## src/rtl/storage_sequencer.sv

```systemverilog
// Storage sequencer: clears storage, arbitrates two hit requesters into sequential writes, then
// triggers readout. Define SEQ_FIXED_PRIORITY_EN for fixed req0-over-req1 priority (default: round-robin).
module storage_sequencer #(
  parameter int unsigned SSIDBITS  = 10,
  parameter int unsigned NCOLS_HIM = 8,
  parameter int unsigned MAX_HITS  = 256
) (
  input  logic                 clock,
  input  logic                 reset,
  input  logic                 startEvent,
  input  logic                 endEvent,
  input  logic                 req0Valid,
  input  logic [SSIDBITS-1:0]  req0SSID,
  input  logic [NCOLS_HIM-1:0] req0HitInfo,
  input  logic                 req1Valid,
  input  logic [SSIDBITS-1:0]  req1SSID,
  input  logic [NCOLS_HIM-1:0] req1HitInfo,
  output logic                 req0Grant,
  output logic                 req1Grant,
  input  logic                 storageReady,
  input  logic                 readReady,
  output logic                 clearMemory,
  output logic                 readMemory,
  output logic                 newAddress,
  output logic [SSIDBITS-1:0]  SSID,
  output logic [NCOLS_HIM-1:0] hitInfo,
  output logic                 busy,
  output logic [15:0]          hitCount,
  output logic                 overflow
);

  localparam logic [15:0] MaxHits = 16'(MAX_HITS);

  typedef enum logic [1:0] {StIdle, StClear, StWrite, StRead} state_e;

  state_e               state_q, state_d;
  logic                 clear_q, clear_d;
  logic                 read_q, read_d;
  logic                 new_addr_q, new_addr_d;
  logic                 read_sent_q, read_sent_d;
  logic [SSIDBITS-1:0]  ssid_q, ssid_d;
  logic [NCOLS_HIM-1:0] hit_info_q, hit_info_d;
  logic [15:0]          hit_count_q, hit_count_d;
  logic                 overflow_q, overflow_d;

  logic can_write;
  logic below_max;
  logic any_valid;
  logic pick0;
  logic pick1;
  logic grant0;
  logic grant1;

  // A write slot is open only while the previous write strobe is low.
  always_comb begin
    can_write = (state_q == StWrite) && storageReady && !new_addr_q && !endEvent;
    below_max = hit_count_q < MaxHits;
    any_valid = req0Valid || req1Valid;
  end

`ifdef SEQ_FIXED_PRIORITY_EN
  always_comb begin
    pick0 = req0Valid;
    pick1 = req1Valid && !req0Valid;
  end
`else
  // last0_q set means req0 won the most recent grant, so req1 wins the next tie.
  logic last0_q, last0_d;

  always_comb begin
    pick0   = req0Valid && (!req1Valid || !last0_q);
    pick1   = req1Valid && (!req0Valid || last0_q);
    last0_d = (grant0 || grant1) ? grant0 : last0_q;
  end

  always_ff @(posedge clock or posedge reset) begin
    if (reset) begin
      last0_q <= 1'b0;
    end else begin
      last0_q <= last0_d;
    end
  end
`endif

  always_comb begin
    grant0 = can_write && below_max && pick0;
    grant1 = can_write && below_max && pick1;
  end

  always_comb begin
    state_d     = state_q;
    clear_d     = 1'b0;
    read_d      = 1'b0;
    new_addr_d  = 1'b0;
    read_sent_d = read_sent_q;
    ssid_d      = ssid_q;
    hit_info_d  = hit_info_q;
    hit_count_d = hit_count_q;
    overflow_d  = overflow_q;
    unique case (state_q)
      StIdle: begin
        if (startEvent) begin
          state_d     = StClear;
          clear_d     = 1'b1;
          hit_count_d = '0;
          overflow_d  = 1'b0;
        end
      end
      StClear: begin
        if (storageReady && !clear_q) begin
          state_d = StWrite;
        end
      end
      StWrite: begin
        if (endEvent) begin
          // Readout waits until any in-flight write strobe has been issued.
          state_d     = StRead;
          read_d      = !new_addr_q;
          read_sent_d = !new_addr_q;
        end else if (grant0 || grant1) begin
          new_addr_d  = 1'b1;
          hit_count_d = hit_count_q + 16'd1;
          ssid_d      = grant0 ? req0SSID : req1SSID;
          hit_info_d  = grant0 ? req0HitInfo : req1HitInfo;
        end else if (can_write && !below_max && any_valid) begin
          overflow_d = 1'b1;
        end
      end
      StRead: begin
        if (!read_sent_q) begin
          if (!new_addr_q) begin
            read_d      = 1'b1;
            read_sent_d = 1'b1;
          end
        end else if (readReady) begin
          state_d = StIdle;
        end
      end
      default: state_d = StIdle;
    endcase
  end

  always_ff @(posedge clock or posedge reset) begin
    if (reset) begin
      state_q     <= StIdle;
      clear_q     <= 1'b0;
      read_q      <= 1'b0;
      new_addr_q  <= 1'b0;
      read_sent_q <= 1'b0;
      ssid_q      <= '0;
      hit_info_q  <= '0;
      hit_count_q <= '0;
      overflow_q  <= 1'b0;
    end else begin
      state_q     <= state_d;
      clear_q     <= clear_d;
      read_q      <= read_d;
      new_addr_q  <= new_addr_d;
      read_sent_q <= read_sent_d;
      ssid_q      <= ssid_d;
      hit_info_q  <= hit_info_d;
      hit_count_q <= hit_count_d;
      overflow_q  <= overflow_d;
    end
  end

  always_comb begin
    req0Grant   = grant0;
    req1Grant   = grant1;
    clearMemory = clear_q;
    readMemory  = read_q;
    newAddress  = new_addr_q;
    SSID        = ssid_q;
    hitInfo     = hit_info_q;
    busy        = state_q != StIdle;
    hitCount    = hit_count_q;
    overflow    = overflow_q;
  end

endmodule
```

## config.mk

```make
export PLATFORM = sky130hd
export DESIGN_NAME = storage_sequencer
export DESIGN_NICKNAME = d
export VERILOG_FILES = /design/src/rtl/storage_sequencer.sv
export SDC_FILE = /design/constraint.sdc
export NUM_CORES = 1
export LEC_CHECK = 0
export CORE_ASPECT_RATIO = 2
export CORE_UTILIZATION = 40
export CTS_BUF_LIST = sky130_fd_sc_hd__clkbuf_8
export DETAILED_ROUTE_END_ITERATION = 16
export HOLD_SLACK_MARGIN = 0.1
export PLACE_DENSITY = 0.79
export SETUP_SLACK_MARGIN = 0.02
export SYNTH_ARGS = -nofsm -noshare
export SYNTH_HDL_FRONTEND = slang
export SYNTH_SLANG_ARGS = --single-unit
```

## constraint.sdc

```tcl
create_clock -name clock -period 2.4 [get_ports clock]
set_input_delay 0.48 -clock clock [delete_from_list [all_inputs] [get_ports clock]]
set_output_delay 0.48 -clock clock [all_outputs]
set_load 0.03 [all_outputs]
```

Word-level counts from Yosys, hierarchy flattened
Cells that the tools add are included.

Bitwise operators: 1. Order comparisons: 1. Reductions and logical operators: 31. $add $sub $neg: 1. Multiplexer cells: 29. Equality and inequality tests: 12.

Operator list (count): two-way mux 16 bit (3); one-hot mux 16 bit (2 select lines) (1); adder 16 x 1 -> 16 bit, second input constant (1); < comparator 16 x 9 -> 1 bit, second input constant (1); two-way mux 1 bit (14); inequality test 2 bit, second input constant (7); logical AND 1 bit (11); two-way mux 10 bit (1); two-way mux 2 bit (5); AND reduction 5 bit (2); two-way mux 8 bit (1); one-hot mux 2 bit (4 select lines) (1); logical NOT 1 bit (7); one-hot mux 1 bit (2 select lines) (3); nonzero test 2 bit (3); equality test 2 bit, second input constant (2); logical OR 1 bit (4); inequality test 2 x 1 -> 1 bit, second input constant (2); AND reduction 4 bit (1); AND reduction 3 bit (1); equality test 2 x 1 -> 1 bit, second input constant (1); logical NOT 2 bit (1); AND reduction 2 bit (1); inverter 1 bit (1).

Output and inout port bits: 41. Bits in registers: 42. Input port bits: 44.

Depth between registers and ports, before layout
Depth after elaboration: 10. Mapped depth: 8. Gate-level depth less buffers: 7.

Worst setup path before layout
Ideal clock, no wire load.

Path kind: flip-flop to output port. Start point: reg hit_count_q[8], in the netlist hitCount[8]. End point: out req1Grant. Path buffers: 0. Required time: 1920 ps. Arrival: 1861 ps. Cell stages (with the launch flop): 4. Slack: 59 ps. Path through: dfrtp_1 -> nor4_4 -> nand3_1 -> nor3b_1.

Cells in the longest elaborated chain, start to end: 3.

RTL lines: from (decl) (RTL line 43) `logic [15:0] hit_count_q, hit_count_d;`; from (signal assigned) (RTL line 162) `hit_count_q <= hit_count_d;`; < comparator 16 x 9 -> 1 bit (RTL line 57) `below_max = hit_count_q < MaxHits;`; logical AND 1 bit (2 in a row) (RTL line 87) `grant1 = can_write && below_max && pick1;`; to (decl) (RTL line 19) `output logic req1Grant,`.

Every way passes these cells.

Final worst setup path
Start point: reg state_q[0]. End point: out req1Grant.

Cells in the longest elaborated chain, start to end: 6.

RTL lines: from (decl) (RTL line 36) `state_e state_q, state_d;`; from (signal assigned) (RTL line 145) `state_q <= StIdle;`; from (signal assigned) (RTL line 155) `state_q <= state_d;`; equality test 2 bit (RTL line 56) `can_write = (state_q == StWrite) && storageReady && !new_addr_q && !endEvent;`; logical AND 1 bit (3 in a row) (RTL line 56); logical AND 1 bit (2 in a row) (RTL line 87).

Every way passes these cells.

==> flow_summary.yaml <==
status:
  outcome: "finished, final reports clean"
global_route:
  grt_usage: 0.2114
  gr-total-overflow: 0
  grt_antenna_before_repair: 0
  grt_pass1_wl_microns: 8694
  grt_max_degree: 26
  grt_pass1_vias: 1942
routing:
  wl_microns: 5212
  dr_total_vias: 1865
  viasPerCell: 5.254
  first_pass_iters: 5
  initialDrtViolationCount: 33
  drc: 0
  ant_nets: 0
  routedWlPerCell_microns: 14.68
cells_and_area:
  drive_above_1_share: 0.1145
  diodes: 0
  nets: 346
  areaGrowthSynthToFinish_pct: 50.92
logic_synthesis:
  netlist.top_cell.by_area: "dfrtp_1"
  yosysSeqAreaShare: 0.4962
  ys_top_cells_by_count: "dfrtp_1 (42), nand2_1 (27), mux2i_1 (22)"
  synth.net_count: 253
  ys_ff_latch: 42
  synth_top_area_share: 0.4962
  synthCells: 203
  synth.most_common_cell: "dfrtp_1"
  synthTopCellsByArea: "dfrtp_1 (50%), mux2i_1 (10%), nand2_1 (4.8%)"
  synth_cell_types: 42
  synthArstFlopShare: 1.000
  synth_edf_count: 0
  synth_area_sq_um: 2118
  ys.flop_type: "dfrtp_1"
  postSynthAreaPerCell_sq_um: 10.43
  ys_warn_count: 0
worst_setup_path:
  critPathLaunchType: "flop"
  critPathArrivalTime_ns: 1.78
  cp_slowest_cell: "dfrtp_1"
  reg2reg_slack_ns: 0.28
  crit_required_ns: 1.92
  critPathKind: "flop to output port"
  cp-end-kind: "output port"
  max_stage_delay_ns: 0.41
  crit_fanout: 4
  crit_chain: "inv_1 -> ha_1 -> and4bb_2 -> nand3_2 -> nor3b_2 -> buf_4"
timing:
  slew_headroom: 0.5236
  finalCritPeriodShare: 0.9409
  fin_setup_tns_ns: 0
  rsz0062_at_grt: "no"
  setup_viol: 0
  fin_skew_ns: 0.008968
  tightest_slew_ns: 0.7102
  fin_crit_ns: 2.258
  fmax_mhz: 442.8
  hold_viol_final: 0
  slew_viol_final: 0
  hold-worst-slack_ns: 0.4864
floorplanning:
  io_pins: 85
  dieArea_sq_um: 5608
  num_rows: 37
  start_util: 0.4122
  core-area_sq_um: 5139
  die_h_microns: 104.9
  die_w_microns: 53.46
clocking:
  path_clk_slew_ns: 0.08
  cts_tree: "built"
  cts_made_buffers: 5
  root_buffer: "clkbuf_8"
  cts_num_sinks: 42
  clk_latency_ns: 0.30
  cts-htree-levels: 2
  max-clock-path-buffers: 2
  postCtsHoldBufs: 0
pwr:
  p_leak_nw: 1.449
  finalPower_mw: 3.254
  powerDensity_nw_per_um2: 1018
  irDropWorstVdd_v: 0.0006795
hold_path:
  hp-class: "flop to flop"
placed_design:
  dp_hpwl_microns: 4064
  io_buffers: 84
  gp_congestion: 0.7934
flow_run:
  maxCapViolCount: 0
## sequential cells by signal, indices dropped and copies added, names as in the netlist
name         cells
last0_q          1
SSID            10
clearMemory      1
readMemory       1
hitInfo          8
overflow         1
hitCount        16
read_sent_q      1
state_q          2
newAddress       1
## where the power goes
part | switching, mW | internal, mW | total (mW)
combinational | 0.937 | 0.702 | 1.64
sequential | 0.153 | 0.930 | 1.08
clock | 0.242 | 0.291 | 0.532
total | 1.33 | 1.92 | 3.25
## kinds of logic (layout without fill, tap and decap cells)
family | Yosys count | in the layout | synth area share
fa+ha+maj | 6 | 6 | 0.03544
buf+inv | 21 | 115 | 0.04371
simple gates | 59 | 59 | 0.1601
flops | 42 | 42 | 0.4962
mux | 23 | 23 | 0.1093
compound gates | 52 | 52 | 0.1554
## metrics by stage
| step | setup WS, ns | instances | cell area, sq um | utilization |
|---|---|---|---|---|
| 2_1_floorplan | 0.05903 | 203 | 2118 | - |
| 3_3_place_gp | 0.09254 | 346 | 3067 | 0.5968 |
| 3_5_place_dp | 0.07195 | 346 | 3067 | 0.5968 |
| 4_1_cts | 0.05629 | 355 | 3184 | 0.6197 |
| 5_1_grt | 0.03731 | 355 | 3197 | 0.6221 |
| 6_report | 0.1417 | 355 | 3197 | 0.6221 |
## cell type report
class / count / area, sq um
clock buffers: 8 / 110.1
fillers: 448 / 1942
inverters: 13 / 48.80
multi-input cells: 140 / 988.4
flip-flops and latches: 42 / 1051
well taps: 58 / 72.57
repair buffers: 94 / 925.9
## placed cells by master, fill, tap and decap left out, types with 2 or more instances in the layout
| cell | Yosys | final |
|---|---|---|
| o21ai_1 | 4 | 4 |
| nand2b_1 | 2 | 2 |
| clkbuf_8 | 0 | 8 |
| buf_4 | 1 | 11 |
| a21oi_1 | 2 | 2 |
| dfrtp_1 | 42 | 42 |
| mux2i_1 | 22 | 22 |
| clkdlybuf4s50_1 | 0 | 81 |
| ha_1 | 6 | 6 |
| a31oi_1 | 8 | 8 |
| and3_1 | 3 | 3 |
| o21ai_0 | 20 | 20 |
| nand2_1 | 27 | 27 |
| inv_1 | 12 | 11 |
| and2_1 | 7 | 7 |
| o311ai_1 | 2 | 2 |
| a21o_1 | 2 | 2 |
| nand3_1 | 7 | 6 |
| nor2_1 | 5 | 5 |
| a22oi_1 | 2 | 2 |
| nor4_4 | 2 | 2 |
## critical path: cells and delay by family, from the launching register on
kind / cells / cell delay, ns
DFF: 1 / 0.41
and+or+nand+nor: 3 / 0.57
buffers and inverters: 2 / 0.31
adders and majority gates: 1 / 0.20
## timing repair
action,in CTS,in global routing
gates resized for setup,0,3
hold endpoints to repair,0,0
setup endpoints to repair,1,2
pin swaps,1,0
buffers inserted,1,0
## metal layers
metal	vias to the layer above	track usage	part of all wire	wire length [microns]
li1	898	-	-	-
met1	881	0.2127	0.34	1791
met2	69	0.3768	0.58	3004
met3	17	0.04803	0.050	258
met4	0	0.1071	0.030	158
met5	-	0	0	0
## path summary, 6_finish.rpt
| path | end | start | cells past startpoint |
|---|---|---|---|
| min in group asynchronous | hitInfo[5] | reset | 2 |
| hold / removal | SSID[4] | SSID[4] | 2 |
| max in group asynchronous | hitInfo[1] | reset | 3 |
| hold reg to reg | SSID[4] | SSID[4] | 2 |
| setup / recovery | req1Grant | state_q[0] | 6 |
| setup reg to reg | state_q[1] | state_q[0] | 7 |
Note: power is estimated with default switching activity, not from simulation.
